--- src/rtl/ball_control.sv ---
// rtl/ball_control.sv - ball step sequencer: erase, collide, move, redraw.
// Optional BALL_CTRL_SPEEDUP_EN shortens the frame divisor on each paddle hit.
module ball_control #(
  parameter int SCREEN_W        = 160,
  parameter int TOP_Y           = 34,
  parameter int BOTTOM_Y        = 119,
  parameter int BALL_SIZE       = 2,
  parameter int PADDLE_Y        = 112,
  parameter int PADDLE_W        = 16,
  parameter int FRAMES_PER_STEP = 2
) (
  input  logic       clock,
  input  logic       reset,
  input  logic       start,
  input  logic       frame_tick,
  input  logic       plot_done,
  input  logic [7:0] x,
  input  logic [6:0] y,
  input  logic       h_q,
  input  logic       v_q,
  input  logic [7:0] paddle_x,
  output logic       reset_counts,
  output logic       en_counters,
  output logic       h_t,
  output logic       v_t,
  output logic       sel_c,
  output logic       plot,
  output logic       ball_lost,
  output logic       busy
);

  typedef enum logic [3:0] {
    S_IDLE, S_SERVE, S_WAIT, S_ERASE_REQ, S_ERASE_WAIT,
    S_CHECK, S_MOVE, S_DRAW_REQ, S_DRAW_WAIT, S_LOST
  } state_t;

  localparam int CW = (FRAMES_PER_STEP < 2) ? 1 : $clog2(FRAMES_PER_STEP + 1);

  state_t        state_q, state_d;
  logic [CW-1:0] cnt_q, cnt_d;
  logic [CW-1:0] div;
  logic [8:0]    x9, y9, px9;
  logic          hit_h, hit_top, hit_paddle, miss;

  // 9-bit operands so x+BALL_SIZE and paddle_x+PADDLE_W never wrap
  assign x9  = {1'b0, x};
  assign y9  = {2'b00, y};
  assign px9 = {1'b0, paddle_x};

  assign hit_h      = h_q ? (x9 + 9'(BALL_SIZE) >= 9'(SCREEN_W)) : (x9 == 9'd0);
  assign hit_top    = !v_q && (y9 <= 9'(TOP_Y));
  assign hit_paddle = v_q && (y9 + 9'(BALL_SIZE) == 9'(PADDLE_Y)) &&
                      (x9 + 9'(BALL_SIZE) > px9) && (x9 < px9 + 9'(PADDLE_W));
  assign miss       = v_q && (y9 + 9'(BALL_SIZE) > 9'(BOTTOM_Y)) && !hit_paddle;

`ifdef BALL_CTRL_SPEEDUP_EN
  logic [CW-1:0] div_q, div_d;

  always_comb begin
    div_d = div_q;
    if (state_q == S_SERVE) begin
      div_d = CW'(FRAMES_PER_STEP);
    end else if (state_q == S_CHECK && hit_paddle && div_q > CW'(1)) begin
      div_d = div_q - CW'(1);
    end
  end

  always_ff @(posedge clock) begin
    if (reset) begin
      div_q <= CW'(FRAMES_PER_STEP);
    end else begin
      div_q <= div_d;
    end
  end

  assign div = div_q;
`else
  assign div = CW'(FRAMES_PER_STEP);
`endif

  always_ff @(posedge clock) begin
    if (reset) begin
      state_q <= S_IDLE;
      cnt_q   <= '0;
    end else begin
      state_q <= state_d;
      cnt_q   <= cnt_d;
    end
  end

  always_comb begin
    state_d      = state_q;
    cnt_d        = cnt_q;
    reset_counts = 1'b1;
    en_counters  = 1'b0;
    h_t          = 1'b0;
    v_t          = 1'b0;
    sel_c        = 1'b0;
    plot         = 1'b0;
    ball_lost    = 1'b0;
    busy         = 1'b0;
    case (state_q)
      S_IDLE: begin
        reset_counts = 1'b0;
        cnt_d        = '0;
        if (start) state_d = S_SERVE;
      end
      S_SERVE: begin
        reset_counts = 1'b0;
        cnt_d        = '0;
        state_d      = S_DRAW_REQ;
      end
      S_WAIT: begin
        if (frame_tick) begin
          if (cnt_q + CW'(1) >= div) begin
            cnt_d   = '0;
            state_d = S_ERASE_REQ;
          end else begin
            cnt_d = cnt_q + CW'(1);
          end
        end
      end
      S_ERASE_REQ: begin
        busy    = 1'b1;
        plot    = 1'b1;
        state_d = S_ERASE_WAIT;
      end
      S_ERASE_WAIT: begin
        busy = 1'b1;
        if (plot_done) state_d = S_CHECK;
      end
      S_CHECK: begin
        busy = 1'b1;
        if (miss) begin
          state_d = S_LOST;
        end else begin
          h_t     = hit_h;
          v_t     = hit_top | hit_paddle;
          state_d = S_MOVE;
        end
      end
      S_MOVE: begin
        busy        = 1'b1;
        en_counters = 1'b1;
        state_d     = S_DRAW_REQ;
      end
      S_DRAW_REQ: begin
        busy    = 1'b1;
        plot    = 1'b1;
        sel_c   = 1'b1;
        state_d = S_DRAW_WAIT;
      end
      S_DRAW_WAIT: begin
        busy  = 1'b1;
        sel_c = 1'b1;
        if (plot_done) state_d = S_WAIT;
      end
      S_LOST: begin
        ball_lost = 1'b1;
        if (start) state_d = S_SERVE;
      end
      default: state_d = S_IDLE;
    endcase
  end

endmodule

--- config.mk ---
export PLATFORM = sky130hd
export DESIGN_NAME = ball_control
export DESIGN_NICKNAME = d
export VERILOG_FILES = /design/src/rtl/ball_control.sv
export SDC_FILE = /design/constraint.sdc
export NUM_CORES = 1
export LEC_CHECK = 0
export CORE_ASPECT_RATIO = 1.75
export CORE_UTILIZATION = 50
export DETAILED_ROUTE_END_ITERATION = 8
export GPL_TIMING_DRIVEN = 0
export PLACE_DENSITY_LB_ADDON = 0.12
export SYNTH_ARGS = -nofsm -noshare
export SYNTH_HDL_FRONTEND = slang
export SYNTH_SLANG_ARGS = --single-unit
export TNS_END_PERCENT = 100
--- constraint.sdc ---
create_clock -name clock -period 3.5 [get_ports clock]
set_clock_uncertainty 0.1 [all_clocks]
set_input_delay 0.7 -clock clock [delete_from_list [all_inputs] [get_ports clock]]
set_output_delay 0.7 -clock clock [all_outputs]
set_load 0.02 [all_outputs]
---- Word level (Yosys, flattened, before mapping) ----
Index checks and enable logic that the tools add are counted.
operators by class
  add/sub/neg operators ................... 4
  reduce and logical (&&, ||, !) cells .... 19
  equal/unequal tests ..................... 15
  $lt $le $gt $ge ......................... 6
  bitwise logic cells ..................... 1
  multiplexer cells ....................... 21
operator list
  kind                                                                                 number
  4-bit case mux with 8 select lines                                                   1
  4-bit two-way mux                                                                    6
  4-bit by 3-bit equality test with 1-bit output, second input constant                4
  1-bit two-way mux                                                                    11
  2-bit OR reduction                                                                   5
  8-bit by 2-bit adder with 9-bit output, second input constant                        1
  8-bit by 5-bit adder with 9-bit output, second input constant                        1
  9-bit by 7-bit equality test with 1-bit output, second input constant                1
  9-bit by 8-bit greater-or-equal comparator with 1-bit output, second input constant  1
  9-bit by 8-bit greater-than comparator with 1-bit output                             1
  9-bit zero test                                                                      1
  8-bit by 9-bit < comparator with 1-bit output                                        1
  7-bit by 2-bit adder with 8-bit output, second input constant                        1
  4-bit by 2-bit equality test with 1-bit output, second input constant                2
  4-bit equality test, second input constant                                           2
  8-bit by 7-bit greater-than comparator with 1-bit output, second input constant      1
  2-bit != test, second input constant                                                 4
  7-bit by 6-bit less-or-equal comparator with 1-bit output, second input constant     1
  1-bit logical AND                                                                    6
  6-bit OR reduction                                                                   1
  5-bit AND reduction                                                                  1
  4-bit by 1-bit equality test with 1-bit output, second input constant                1
  4-bit zero test                                                                      1
  2-bit two-way mux                                                                    2
  other kinds (8)                                                                      9
storage, ports and cells
  logic and storage cells ................. 68
  register bits ........................... 6
  output and inout bits ................... 8

---- Logic depth before layout (Yosys ltp) ----
  depth after elaboration ................. 9
  gate-level depth with buffers ........... 8
  depth with buffers taken out ............ 8

---- Worst setup path after synthesis ----
No wires, ideal clock.
  path kind ............................... input to output
  start ................................... in paddle_x[4]
  end ..................................... out v_t
  stages .................................. 8
  setup slack ............................. 0.528 ns
  buffers on the path ..................... 0
  arrival time ............................ 2.172 ns
  data required time ...................... 2.700 ns
  cells stage by stage .................... ha_1 -> inv_1 -> ha_1 -> o21a_1 -> o2111ai_1 -> a21oi_1 -> a2111oi_0 -> a31o_1
between the ends
  longest elaborated chain between the ends .. 7
  elaborated cells between the ends (all ways) .. 10
  those cells by class .................... add/sub (1); order compare (2); mux (2); bitwise (1); reduce/logical (4)
RTL lines
  item                                                                                                                       RTL line  RTL
  start, declared                                                                                                            21        input logic [7:0] paddle_x,
  8-bit by 5-bit adder with 9-bit output / 9-bit by 8-bit greater-than comparator with 1-bit output (equally long branches)  53        (x9 + 9'(BALL_SIZE) > px9) && (x9 < px9 + 9'(PADDLE_W));
  8-bit by 9-bit < comparator with 1-bit output / 1-bit logical AND (equally long branches)                                  53, 52
  1-bit logical AND *                                                                                                        53
  1-bit zero test                                                                                                            54        assign miss = v_q && (y9 + 9'(BALL_SIZE) > 9'(BOTTOM_Y)) && !hit_paddle;
  1-bit logical AND                                                                                                          54
  1-bit two-way mux *                                                                                                        134       if (miss) begin
  1-bit two-way mux *                                                                                                        102       case (state_q)
  end, declared                                                                                                              25        output logic v_t,
Every way passes the cells marked *; elsewhere a longest branch is shown, timed or not.

---- Worst setup path after layout ----
  start ................................... in paddle_x[7]
  end ..................................... out v_t
Same word-level chain as after synthesis.

==> load_flow_metrics.sql <==
INSERT INTO impl_metrics (metric_group, metric, value, unit) VALUES
('setup_path', 'critPathMaxFanout', '2', ''),
('timing', 'timing.final.crit_period', '3420', 'ps'),
('outcome', 'run_status', 'finished clean', ''),
('route', 'via_per_inst', '6.11', ''),
('setup_path', 'critPathRequiredTime', '2700', 'ps'),
('route', 'wl', '3440', 'microns'),
('grt', 'grt_first_pass_wirelength', '5200', 'microns'),
('setup_path', 'critPathCaptureType', 'output port', ''),
('setup_path', 'count_of_buffering_cells_on_the_critical_path_with_inverters_included', '3', ''),
('setup_path', 'crit_arrival', '2620', 'ps'),
('floorplan', 'fp.dieArea', '2610', 'sq um'),
('synth', 'synthDistinctLibCells', '39', ''),
('timing', 'fmax', '0.293', 'GHz'),
('floorplan', 'rows', '23', ''),
('setup_path', 'worst-path-stages', '8', ''),
('synth', 'synth-seq-area-share', '10.0', '%'),
('clock_tree', 'ctsLongestPathBuffers', '2', ''),
('clock_tree', 'tritoncts', 'done', ''),
('timing', 'relSlewSlack', '72.1', '%'),
('synth', 'synthesis.yosys.warnings', '0', ''),
('synth', 'postSynth.topFlopCell', 'dfxtp_1', ''),
('route', 'drt_iter0_drc', '33', ''),
('setup_path', 'worst_path_largest_cell_delay', '470', 'ps'),
('timing', 'worst_pin_slew', '409', 'ps'),
('clock_tree', 'cts.htree.levels', '1', ''),
('clock_tree', 'ctsRootBufferMaster', 'clkbuf_8', ''),
('route', 'route.detailed.drc', '0', ''),
('cells_and_area', 'nets', '259', ''),
('grt', 'number_of_global_route_vias_before_repair', '1400', ''),
('synth', 'yosys_register_bits', '6', ''),
('route', 'ant_nets', '0', ''),
('timing', 'final_slew_violations', '0', ''),
('hold_path', 'hold_path_class', 'register to register', ''),
('cells_and_area', 'drive_gt1_share', '10.6', '%'),
('timing', 'final_hold_vios', '0', ''),
('setup_path', 'path_delay_family', 'compound AO/OA/AOI/OAI gates', ''),
('run', 'timing.max_cap.violations', '0', ''),
('setup_path', 'cp-endpoint', 'v_t', ''),
('floorplan', 'boundary_pins', '38', ''),
('synth', 'postSynthAreaPerCell', '7.19', 'sq um'),
('grt', 'largest_net_degree_at_the_start_of_global_routing', '11', ''),
('clock_tree', 'cts_made_buffers', '3', ''),
('floorplan', 'dieWidth', '39.0', 'microns'),
('timing', 'finalCritPeriodShare', '97.7', '%'),
('route', 'wire_per_inst', '14.8', 'microns'),
('grt', 'groute.usage.overall', '26.9', '%'),
('synth', 'async_reset_ff_share', '0', '%'),
('clock_tree', 'insertion_delay', '220', 'ps'),
('power', 'max-vdd-ir-drop', '0.148', 'mV'),
('cells_and_area', 'layout.area.seq', '120', 'sq um'),
('setup_path', 'reg2reg_launch_point', 'state_q[3]', ''),
('floorplan', 'dieHeight', '66.8', 'microns'),
('floorplan', 'effective_utilization_at_floorplan', '52.8', '%'),
('route', 'detailroute.via_count', '1418', ''),
('clock_tree', 'path_clk_slew', '30', 'ps'),
('setup_path', 'slowest_stage', 'clkdlybuf4s50_1', ''),
('setup_path', 'regToRegEndpoint', 'state_q[0]', ''),
('grt', 'antenna_found_initial', '0', ''),
('floorplan', 'design.core.area', '2270', 'sq um'),
('power', 'cellPowerDensity', '298', 'nW/um^2'),
('route', 'dr.pass1.iters', '4', ''),
('setup_path', 'rrSetupSlack', '1900', 'ps'),
('place', 'dp_hpwl', '2790', 'microns'),
('cells_and_area', 'multi_input_comb_area', '1090', 'sq um'),
('setup_path', 'r2r_cells', '5', ''),
('setup_path', 'crit_type', 'primary input to output port', ''),
('timing', 'finalSetupTns', '0', 'ps'),
('synth', 'synth_cells', '167', ''),
('timing', 'final_count_of_negative_setup_slack_endpoints', '0', ''),
('cells_and_area', 'antenna_cells', '0', ''),
('timing', 'finalHoldWorstSlack', '346', 'ps'),
('hold_path', 'min_path_cells', '2', ''),
('synth', 'synth_enable_flop_cells', '0', ''),
('power', 'total_leakage_power', '0.738', 'nW'),
('grt', 'grt_overflow', '0', ''),
('cells_and_area', 'fillCellCount', '196', ''),
('place', 'numPortBuffers', '37', ''),
('setup_path', 'crit_chain', 'clkdlybuf4s50_1 -> inv_1 -> xnor2_1 -> ha_1 -> a21o_1 -> a2111oi_2 -> a31o_1 -> buf_6', ''),
('clock_tree', 'numClockSinks', '6', ''),
('setup_path', 'critical_path.startpoint_type', 'primary input', ''),
('synth', 'synth.cell_area', '1200', 'sq um'),
('place', 'gpl.final_weighted_congestion', '0.788', ''),
('synth', 'postSynthNetCount', '217', ''),
('cells_and_area', 'syn2layout_area_growth', '42.8', '%'),
('setup_path', 'setup.worst_path.start', 'paddle_x[7]', '');
-- layout by cell type, fill, tap and decap left out, types with 3 or more instances in the layout --
cell / synthesis / layout
o21ai_0: 8 / 8
and2_1: 3 / 3
a21o_1: 3 / 3
a31oi_1: 6 / 6
dfxtp_1: 6 / 6
inv_1: 15 / 15
nand2_1: 10 / 10
xor2_1: 3 / 3
a21oi_1: 8 / 7
dlymetal6s2s_1: 0 / 3
clkbuf_8: 0 / 3
nor3_1: 5 / 5
nand2b_1: 4 / 4
a211oi_1: 3 / 3
ha_4: 0 / 3
clkbuf_2: 0 / 5
xnor2_1: 6 / 6
nand3_1: 10 / 10
clkbuf_1: 4 / 4
nor2_1: 16 / 16
ha_1: 20 / 17
clkdlybuf4s50_1: 0 / 23
and3_1: 4 / 3
-- cells in the mapped netlist, types with 2 or more instances --
library cell,n,area (sq um)
nand4b_1,2,17.5
o2111ai_1,2,17.5
a21o_1,3,22.5
o21ai_0,8,40.0
or4_1,2,15.0
a21oi_1,8,40.0
nand2_1,10,37.5
and2_1,3,18.8
ha_1,20,250
dfxtp_1,6,120
nand4_1,2,12.5
o211ai_1,2,15.0
and3_1,4,25.0
nor2_1,16,60.1
nand2b_1,4,25.0
a2111oi_0,3,26.3
nand3b_1,2,15.0
xor2_1,3,26.3
nor2b_1,2,12.5
nor3_1,5,25.0
clkbuf_1,4,15.0
o21a_1,2,15.0
a211oi_1,3,22.5
inv_1,15,56.3
nand3_1,10,50.1
or3_1,2,12.5
xnor2_1,6,52.6
a31oi_1,6,37.5
nor4bb_1,2,20.0
-- layer usage --
metal / wire length [microns] / track usage [%] / vias to the layer above
met1: 1140 / 19.3 / 646
li1: - / - / 704
met2: 2060 / 58.3 / 58
met5: 0 / 0 / -
met4: 92 / 11.2 / 0
met3: 153 / 4.67 / 10
-- layout make-up --
class,instances,area share (%)
multi-input combinational,141,63.4
tap,25,1.83
buffer,5,1.31
timing repair buffer,37,20.7
sequential,6,7.01
inverter,15,3.29
clock buffer,3,2.41
-- worst min-delay path by stage --
stage	startpoint	end	slack, ps
after detailed placement	cnt_q[1]	cnt_q[1]	350
after floorplan	cnt_q[1]	cnt_q[1]	330
after global placement	cnt_q[1]	cnt_q[1]	340
after CTS	cnt_q[1]	cnt_q[1]	350
final	cnt_q[1]	cnt_q[1]	350
after global routing	cnt_q[1]	cnt_q[1]	380
-- worst min-delay path, stage by stage (launching register included) --
cell and delay, ps:
dfxtp_1 290, inv_1 60, nor3_1 50
-- kinds of logic (layout without fill, tap and decap cells) --
logic type,Yosys count,after routing,synth area share [%]
flip-flops,6,6,10.0
AO/OA/AOI/OAI,41,41,22.8
AND/OR/NAND/NOR,70,70,32.3
XOR/XNOR,9,9,6.57
adder cells (fa/ha/maj),20,20,20.9
multiplexers,1,1,0.834
buffers and inverters,20,60,6.57
-- flip-flops by register name (all words and copies together) (netlist names) --
name,cells
cnt_q,2
state_q,4
-- metrics by stage --
step | setup slack, ps | std cells | total power [mW] | area, sq um | util [%]
5_1_grt | -35.0 | 232 | 0.547 | 1710 | 75.3
4_1_cts | -9.43 | 232 | 0.500 | 1680 | 73.7
3_3_place_gp | -678 | 229 | 0.385 | 1600 | 70.4
3_5_place_dp | -788 | 229 | 0.394 | 1600 | 70.4
6_report | 81.9 | 232 | 0.510 | 1710 | 75.3
2_1_floorplan | 528 | 167 | 0.277 | 1200 | -
-- power by group --
| group | internal, mW | total, mW | switching, mW | leakage [nW] |
|---|---|---|---|---|
| sequential | 0.0820 | 0.0934 | 0.0114 | 0.0492 |
| clock | 0.0735 | 0.0990 | 0.0255 | 0.0216 |
| combinational | 0.143 | 0.318 | 0.175 | 0.667 |
-- repair_timing --
action                                  4_1_cts  5_1_grt
resized for setup                            30       20
endpoints found under the setup margin        2        2
pin swaps                                     2        4
setup buffers                                 0        0
hold buffers                                  0        0
(Power assumes the default switching activity.)
